**config.mk**
```make
export PLATFORM = sky130hd
export DESIGN_NAME = operand_stack_flat
export DESIGN_NICKNAME = d
export VERILOG_FILES = /design/src/rtl/operand_stack_if.sv /design/src/rtl/operand_stack.sv /design/src/flat_wrapper.sv
export SDC_FILE = /design/constraint.sdc
export NUM_CORES = 1
export LEC_CHECK = 0
export ABC_AREA = 0
export ABC_CLOCK_PERIOD_IN_PS = 2700
export CORE_MARGIN = 2
export CORE_UTILIZATION = 53
export DETAILED_ROUTE_END_ITERATION = 8
export PLACE_DENSITY = 0.83
export SYNTH_ARGS = -nofsm -noshare
export SYNTH_HDL_FRONTEND = slang
export SYNTH_SLANG_ARGS = --single-unit
```
**constraint.sdc**
```tcl
create_clock -name clock -period 2.7 [get_ports clock]
set_input_delay 0.54 -clock clock [delete_from_list [all_inputs] [get_ports clock]]
set_output_delay 0.54 -clock clock [all_outputs]
set_load 0.03 [all_outputs]
```
**src/rtl/operand_stack_if.sv**
```systemverilog
// Operand-stack command/status bundle: the master drives A and Sel; the slave
// (the stack) returns TOS/NOS and the occupancy and error flags.
interface operand_stack_if #(
  parameter int WIDTH = 8,
  parameter int DEPTH = 4,
  parameter int SEL_W = 3
);
  localparam int CNT_W = $clog2(DEPTH + 1);

  logic [WIDTH-1:0] A;
  logic [SEL_W-1:0] Sel;
  logic [WIDTH-1:0] Out;
  logic [WIDTH-1:0] Next;
  logic [CNT_W-1:0] count;
  logic             full;
  logic             empty;
  logic             error;

  modport master (
    output A, Sel,
    input  Out, Next, count, full, empty, error
  );

  modport slave (
    input  A, Sel,
    output Out, Next, count, full, empty, error
  );
endinterface

```
**src/rtl/operand_stack.sv**
```systemverilog
// LIFO operand store for the calculator datapath: push/pop/swap/clear decode,
// sticky error flag. Optional DUP opcode is enabled by OPERAND_STACK_DUP_EN.
module operand_stack #(
  parameter int               WIDTH      = 8,
  parameter int               DEPTH      = 4,
  parameter int               SEL_W      = 3,
  parameter logic [SEL_W-1:0] PUSH_CODE  = 3'b001,
  parameter logic [SEL_W-1:0] POP_CODE   = 3'b010,
  parameter logic [SEL_W-1:0] SWAP_CODE  = 3'b011,
  parameter logic [SEL_W-1:0] CLEAR_CODE = 3'b100,
  parameter logic [SEL_W-1:0] DUP_CODE   = 3'b101
) (
  input logic           clock,
  input logic           reset,
  operand_stack_if.slave bus
);
  localparam int CNT_W = $clog2(DEPTH + 1);
  localparam logic [CNT_W-1:0] CNT_FULL = CNT_W'(DEPTH);
  localparam logic [CNT_W-1:0] CNT_ONE  = CNT_W'(1);
  localparam logic [CNT_W-1:0] CNT_TWO  = CNT_W'(2);

  // Index 0 is TOS. Slots at index >= cnt are kept at zero at all times.
  logic [WIDTH-1:0] stk     [DEPTH];
  logic [WIDTH-1:0] stk_nxt [DEPTH];
  logic [CNT_W-1:0] cnt, cnt_nxt;
  logic             err, err_nxt;
  logic             is_full, is_empty;

  assign is_full  = (cnt == CNT_FULL);
  assign is_empty = (cnt == '0);

  always_comb begin
    for (int i = 0; i < DEPTH; i++) stk_nxt[i] = stk[i];
    cnt_nxt = cnt;
    err_nxt = err;

    if (bus.Sel == PUSH_CODE) begin
      if (is_full) begin
        err_nxt = 1'b1;
      end else begin
        for (int i = DEPTH - 1; i > 0; i--) stk_nxt[i] = stk[i-1];
        stk_nxt[0] = bus.A;
        cnt_nxt    = cnt + CNT_ONE;
      end
    end else if (bus.Sel == POP_CODE) begin
      if (is_empty) begin
        err_nxt = 1'b1;
      end else begin
        for (int i = 0; i < DEPTH - 1; i++) stk_nxt[i] = stk[i+1];
        stk_nxt[DEPTH-1] = '0;
        cnt_nxt          = cnt - CNT_ONE;
      end
    end else if (bus.Sel == SWAP_CODE) begin
      if (cnt < CNT_TWO) begin
        err_nxt = 1'b1;
      end else begin
        stk_nxt[0] = stk[1];
        stk_nxt[1] = stk[0];
      end
    end else if (bus.Sel == CLEAR_CODE) begin
      for (int i = 0; i < DEPTH; i++) stk_nxt[i] = '0;
      cnt_nxt = '0;
      err_nxt = 1'b0;
    end else if (bus.Sel == DUP_CODE) begin
`ifdef OPERAND_STACK_DUP_EN
      if (is_full || is_empty) begin
        err_nxt = 1'b1;
      end else begin
        for (int i = DEPTH - 1; i > 0; i--) stk_nxt[i] = stk[i-1];
        stk_nxt[0] = stk[0];
        cnt_nxt    = cnt + CNT_ONE;
      end
`else
      // Unassigned opcode in this build: hold, same as any other value.
      err_nxt = err;
`endif
    end
  end

  always_ff @(posedge clock) begin
    if (reset) begin
      for (int i = 0; i < DEPTH; i++) stk[i] <= '0;
      cnt <= '0;
      err <= 1'b0;
    end else begin
      for (int i = 0; i < DEPTH; i++) stk[i] <= stk_nxt[i];
      cnt <= cnt_nxt;
      err <= err_nxt;
    end
  end

  // Masking by cnt is redundant with the zeroed-slot invariant but keeps the
  // outputs clean even if that invariant were ever broken.
  assign bus.Out   = is_empty     ? '0 : stk[0];
  assign bus.Next  = cnt < CNT_TWO ? '0 : stk[1];
  assign bus.count = cnt;
  assign bus.full  = is_full;
  assign bus.empty = is_empty;
  assign bus.error = err;
endmodule

```
**src/flat_wrapper.sv**
```systemverilog
// flat-port wrapper written by rule: the top's interface ports become plain ports
module operand_stack_flat 
#(
  parameter int               WIDTH      = 8,
  parameter int               DEPTH      = 4,
  parameter int               SEL_W      = 3,
  parameter logic [SEL_W-1:0] PUSH_CODE  = 3'b001,
  parameter logic [SEL_W-1:0] POP_CODE   = 3'b010,
  parameter logic [SEL_W-1:0] SWAP_CODE  = 3'b011,
  parameter logic [SEL_W-1:0] CLEAR_CODE = 3'b100,
  parameter logic [SEL_W-1:0] DUP_CODE   = 3'b101
)
  (clock, reset, bus_A, bus_Sel, bus_Out, bus_Next, bus_count, bus_full, bus_empty, bus_error);
  operand_stack_if #(.WIDTH(WIDTH), .DEPTH(DEPTH), .SEL_W(SEL_W)) bus_i ();
  input logic clock;
  input logic reset;
  input wire logic [$bits(bus_i.A)-1:0] bus_A;
  input wire logic [$bits(bus_i.Sel)-1:0] bus_Sel;
  output wire logic [$bits(bus_i.Out)-1:0] bus_Out;
  output wire logic [$bits(bus_i.Next)-1:0] bus_Next;
  output wire logic [$bits(bus_i.count)-1:0] bus_count;
  output wire logic [$bits(bus_i.full)-1:0] bus_full;
  output wire logic [$bits(bus_i.empty)-1:0] bus_empty;
  output wire logic [$bits(bus_i.error)-1:0] bus_error;
  assign bus_i.A = bus_A;
  assign bus_i.Sel = bus_Sel;
  assign bus_Out = bus_i.Out;
  assign bus_Next = bus_i.Next;
  assign bus_count = bus_i.count;
  assign bus_full = bus_i.full;
  assign bus_empty = bus_i.empty;
  assign bus_error = bus_i.error;
  operand_stack #(.WIDTH(WIDTH), .DEPTH(DEPTH), .SEL_W(SEL_W), .PUSH_CODE(PUSH_CODE), .POP_CODE(POP_CODE), .SWAP_CODE(SWAP_CODE), .CLEAR_CODE(CLEAR_CODE), .DUP_CODE(DUP_CODE)) u_core (.clock(clock), .reset(reset), .bus(bus_i));
endmodule
```
==> impl_results.md, run 1 <==
* Outcome: completed
* Critical path's most frequent cell: inv_1
* IO Port Bufs at 34
* Yosys warnings at 0
* Setup Buffers After CTS at 0
* Post-placement cell count at 324
* Clk buf depth at 2
* Wire length per cell at 14.9 um
* Synth top area share at 0.343
* Cell with the most instances after synthesis: nand2_1
* Residual DRC at 0
* HP Class: register to register
* WL final at 4910 um
* Share of cells above drive strength 1 at 0.0676
* DIE HEIGHT at 66.9 um
* Nets at 299
* Routed vias at 1867
* Critical Path AT at 2.01 ns
* Routability cong. at 0.922
* Final Hold Vio Count at 0
* Final std cells w/o fill at 329
* Slew of the pin with the lowest slew margin at 1.09 ns
* CTS clock-pin slew for the worst setup and hold paths at 0.06 ns
* Slowest cell on crit path: clkdlybuf4s50_1
* Syn avg cell area at 8.36 um2
* Total negative setup slack at 0 ns
* Initial Utilization at 0.561
* CP required at 2.16 ns
* Die Wd at 66.9 um
* CP Max Fanout at 9
* Clk sinks at 36
* Syn Nets at 267
* Fin crit share at 0.945
* Maximum clock frequency at 0.392 GHz
* Final Setup Violations at 0
* Crit path launch type: register
* Rel. slew slack at 0.271
* Commonest cells post-synth: nand2_1, dfxtp_1, mux2i_1, nand2b_1, a22o_1
* Sequential cell area fraction in the yosys report at 0.343
* Clock H-tree levels at 2
* CP Capture Type: output pin
* CP cell instances: inv_1 > ha_1 > nand2b_4 > inv_1 > clkdlybuf4s50_1
* DRT iter0 DRCs at 144
* Drt pass-1 iters at 5
* Yosys cell types at 40
* Antenna-violating nets left at 0
* RSZ-0062 raised after global routing: no
* Post-cts hold buffer count at 0
* Core Region at 3740 um2
* Die area at 4480 um2
* CTS resizes at 0
* Top_reg_cell synth: dfxtp_1
* Vias in the first global route at 1679
* Root Driver: clkbuf_8
* Slew Limit Fails at 0
* Synth Instances at 251
* LEAKAGE at 1.14 nW
* Largest net degree at the start of global routing at 28
* CP max stage delay at 0.68 ns
* #FFs+latches synth at 36
* Power per Cell Area at 413 nW/um2
* Post-layout minimum cycle time at 2.55 ns
* Num ports at 35
* Worst clock skew at 0.00698 ns
* Post-Syn Area at 2100 um2
* Top cells by area, synth: dfxtp_1, mux2i_1, nand2_1
* Max_cap viols at 0
* Initial antenna violation count at 0
* Area leader, netlist: dfxtp_1
* Grt total ovfl at 0
* Via density at 5.67
* Hpwl dp at 3470 um
* Asr flop ratio synth at 0
* Ant diodes at 0
* Area delta synth->final at 22.8%
* TritonCTS clock tree: done
* Worst-Skew Late Latency at 0.29 ns
* Peak supply drop at 0.331 mV
* Post-synth EDFFs at 0
* Row count at 22
* CTS Buf Count at 5
* First-pass GRT wire length at 8070 um
* Gr usage total at 0.242
* Kind of critical path: register to output pin
## routing by layer
| layer | track usage | vias up | share of wire |
|---|---|---|---|
| met5 | 0 | - | 0 |
| met4 | 0.0969 | 0 | 0.013 |
| met3 | 0.0456 | 6 | 0.063 |
| met2 | 0.365 | 62 | 0.45 |
| met1 | 0.338 | 872 | 0.48 |
| li1 | - | 927 | - |
## layout make-up
class	count	area, um2
repair buffers	46	463
multi-input cells	190	1250
flip-flops and latches	36	721
clock buffers	5	68.8
inverters	4	15.0
fillers	307	1170
well taps	48	60.1
## cells by family (layout without fill, tap and decap cells)
group / Yosys count / count (layout) / synth area share
compound gates: 52 / 52 / 0.188
fa+ha+maj: 3 / 3 / 0.0179
buf+inv: 25 / 55 / 0.0614
flops: 36 / 36 / 0.343
mux: 25 / 25 / 0.125
simple gates: 110 / 110 / 0.265
## flip-flops by register name, summed over array words and instances (netlist names)
register,count
u_core.bus.error,1
u_core.stk,32
u_core.bus.count,3
## cells in the final DEF, fill, tap and decap left out, drive strengths merged, types with 3 or more instances in the layout
cell           instances
a21oi                  6
a22o                  16
a32o                   8
and2                   9
buf                   12
clkbuf                 5
clkdlybuf4s50         26
dfxtp                 36
dlymetal6s2s           8
ha                     3
inv                    4
mux2i                 24
nand2                 53
nand2b                21
nor2                   5
nor2b                 13
o21ai                 11
## where the power goes
part	leakage, nW	switching, mW	internal, mW
clock	0.0359	0.177	0.166
combinational	0.817	0.0995	0.0810
sequential	0.290	0.00584	0.536
## critical path, delay by kind of cell, from the launching register on
| family | cells | cell delay (ns) |
|---|---|---|
| buffers and inverters | 3 | 0.88 |
| DFF | 1 | 0.37 |
| adders and majority gates | 1 | 0.35 |
| and+or+nand+nor | 1 | 0.13 |
## metrics by stage
stage / utilization / instance area [um2] / power [mW] / hold slack [ns] / setup WS (ns)
global route: 0.689 / 2580 / 1.10 / 0.460 / 0.0356
finish: 0.689 / 2580 / 1.07 / 0.450 / 0.150
CTS: 0.683 / 2560 / 1.07 / 0.453 / 0.0146
detailed placement: 0.665 / 2490 / 0.733 / 0.437 / 0.175
global placement: 0.665 / 2490 / 0.731 / 0.437 / 0.245
floorplan: - / 2100 / 0.674 / 0.451 / 0.412
## path summary, 6_finish.rpt
| kind | cells past startpoint | startpoint | to | slack, ns |
|---|---|---|---|---|
| worst max register to register | 8 | u_core.bus.count[0] | u_core.stk[2][5] | 0.47 |
| worst min-delay path | 2 | u_core.bus.error | u_core.bus.error | 0.45 |
| worst min register to register | 2 | u_core.bus.error | u_core.bus.error | 0.45 |
| worst max-delay path | 5 | u_core.bus.count[0] | bus_empty | 0.15 |
(Power assumes the default switching activity.)
==> run 2: changes to the inputs <==
--- a/config.mk
+++ b/config.mk
@@ -10,6 +10,7 @@
 export CORE_MARGIN = 2
 export CORE_UTILIZATION = 53
 export DETAILED_ROUTE_END_ITERATION = 8
+export GPL_TIMING_DRIVEN = 0
 export PLACE_DENSITY = 0.83
 export SYNTH_ARGS = -nofsm -noshare
 export SYNTH_HDL_FRONTEND = slang
==> constraint.sdc (replaced) <==
create_clock -name clock -period 2.7 [get_ports clock]
set_input_delay 0.405 -clock clock [delete_from_list [all_inputs] [get_ports clock]]
set_output_delay 0.405 -clock clock [all_outputs]
set_load 0.03 [all_outputs]
==> impl_results.md, run 2 (synthesis results as in run 1) <==
* Clk pwr share at 0.333 (+0.011)
* Most common cell after layout, fill and taps aside: nand2_1
* CP required at 2.30 ns (+0.14 ns)
* Reg power frac at 0.499 (-0.010)
* Hpwl dp at 3910 um (+13%)
* Grt total ovfl at 0 (unchanged)
* Peak supply drop at 0.340 mV (+2.8%)
* Final Setup Violations at 0 (unchanged)
* CP Max Fanout at 9 (unchanged)
* Kind of critical path: register to output pin
* Crit path launch type: register
* WL final at 5340 um (+8.8%)
* TritonCTS clock tree: done
* Routed vias at 1902 (+1.9%)
* Vias in the first global route at 1764 (+5.1%)
* Wire length per cell at 15.7 um (+5.6%)
* Fin crit share at 0.934 (-0.0109)
* CTS Buf Count at 5 (unchanged)
* P_sw at 296 uW (+4.8%)
* HP Class: register to register
* Die Wd at 66.9 um (unchanged)
* Nets at 307 (+2.7%)
* Share of cells above drive strength 1 at 0.0584 (-0.00920)
* Biggest register: u_core.stk
* Routability cong. at 0.880 (-4.5%)
* Setup Buffers After CTS at 0 (unchanged)
* Num ports at 35 (unchanged)
* Power per Cell Area at 422 nW/um2 (+2.2%)
* Outcome: completed
* Residual DRC at 0 (unchanged)
* CP Capture Type: output pin
* Clk sinks at 36 (unchanged)
* Comb power frac at 0.169 (about the same)
* DIE HEIGHT at 66.9 um (unchanged)
* Maximum clock frequency at 0.397 GHz (+1.2%)
* First-pass GRT wire length at 8800 um (+9.0%)
* Antenna-violating nets left at 0 (unchanged)
* Post-cts hold buffer count at 0 (unchanged)
* Final std cells w/o fill at 339 (+3.0%)
* CTS clock-pin slew for the worst setup and hold paths at 0.07 ns (about the same)
* RSZ-0062 raised after global routing: no
* Drt pass-1 iters at 4 (-1)
* Most frequent cells in the layout: nand2_1, dfxtp_1, clkdlybuf4s50_1, mux2i_1, nand2b_1
* Max reg flops at 32 (unchanged)
* Die area at 4480 um2 (unchanged)
* Post-placement cell count at 332 (+2.5%)
* CTS resizes at 0 (unchanged)
* Ant diodes at 0 (unchanged)
* Max_cap viols at 0 (unchanged)
* Initial antenna violation count at 0 (unchanged)
* Rel. slew slack at 0.558 (+0.286)
* Row count at 22 (unchanged)
* Worst hold-check slack at 0.443 ns (-0.00661 ns)
* Slew Limit Fails at 0 (unchanged)
* LEAKAGE at 0.990 nW (-13%)
* Critical Path AT at 2.12 ns (+0.11 ns)
* Internal Dissipation at 788 uW (+0.67%)
* Area delta synth->final at 22.3%
* Total negative setup slack at 0 ns (unchanged)
* Sw frac at 0.273 (+0.00800)
* Initial Utilization at 0.561 (unchanged)
* Clock H-tree levels at 2 (unchanged)
* DRT iter0 DRCs at 154 (+6.9%)
* Largest net degree at the start of global routing at 11 (-61%)
* Gr usage total at 0.264 (+0.0217)
* Worst clock skew at 0.00605 ns (-0.000930 ns)
* Via density at 5.61 (-1.1%)
* Final Hold Vio Count at 0 (unchanged)
* Root Driver: clkbuf_8
* Clk buf depth at 2 (unchanged)
* Worst-Skew Late Latency at 0.29 ns (about the same)
* Slew of the pin with the lowest slew margin at 0.661 ns (-0.428 ns)
* Post-layout minimum cycle time at 2.52 ns (-0.0294 ns)
* IO Port Bufs at 33 (-2.9%)
* Core Region at 3740 um2 (unchanged)
* Final Util at 0.686 (-0.00267)
-- run 2: changes by cell type in the layout (fill, tap and decap cells not counted), moves of 2 or more --
| cell | previous run | this run |
|---|---|---|
| clkbuf_1 | 0 | 11 |
| buf_4 | 11 | 2 |
| dlymetal6s2s_1 | 8 | 0 |
| clkdlybuf4s50_1 | 26 | 33 |
| buf_2 | 0 | 3 |
| buf_6 | 0 | 3 |
| buf_1 | 0 | 2 |
-- run 2: layout make-up --
class	count	area [um2]
plain buffers	21	114
clock buffers	6	72.6
clock inverters	1	5.00
fillers	336	1180
inverters	4	15.0
multi-input cells	190	1250
flip-flops and latches	36	721
well taps	48	60.1
repair buffers	33	330
-- run 2: critical path: stages, from the launching register on --
cell and delay, ns:
dfxtp_1 0.46, inv_1 0.10, ha_1 0.32, nand2b_4 0.15, and2_1 0.14, clkdlybuf4s50_1 0.67
-- run 2: metrics by stage --
stage          instance area, um2  power [mW]  setup WS [ns]
3_5_place_dp                 2490       0.733          0.136
2_1_floorplan                2100       0.674          0.412
6_report                     2570        1.08          0.179
5_1_grt                      2570        1.12         0.0792
4_1_cts                      2570        1.09          0.178
3_3_place_gp                 2490       0.732          0.135
-- run 2: final timing paths --
| check | cells past startpoint | end | startpoint | slack (ns) |
|---|---|---|---|---|
| worst max-delay path | 5 | bus_Out[6] | u_core.bus.count[0] | 0.18 |
| worst min-delay path | 2 | u_core.bus.error | u_core.bus.error | 0.44 |
| worst max register to register | 8 | u_core.stk[3][6] | u_core.bus.count[0] | 0.42 |
| worst min register to register | 2 | u_core.bus.error | u_core.bus.error | 0.44 |
-- run 2: power groups by stage --
stage,registers (mW),clock network (mW),logic [mW]
6_report,0.540,0.361,0.183
5_1_grt,0.541,0.386,0.197
4_1_cts,0.540,0.369,0.181
3_5_place_dp,0.553,0,0.181
3_3_place_gp,0.552,0,0.180
2_1_floorplan,0.557,0,0.116
-- run 2: layer usage --
layer  GRT usage  share of wire
met1       0.378           0.47
met2       0.401           0.45
met3      0.0456          0.070
met4      0.0791         0.0079
met5           0              0
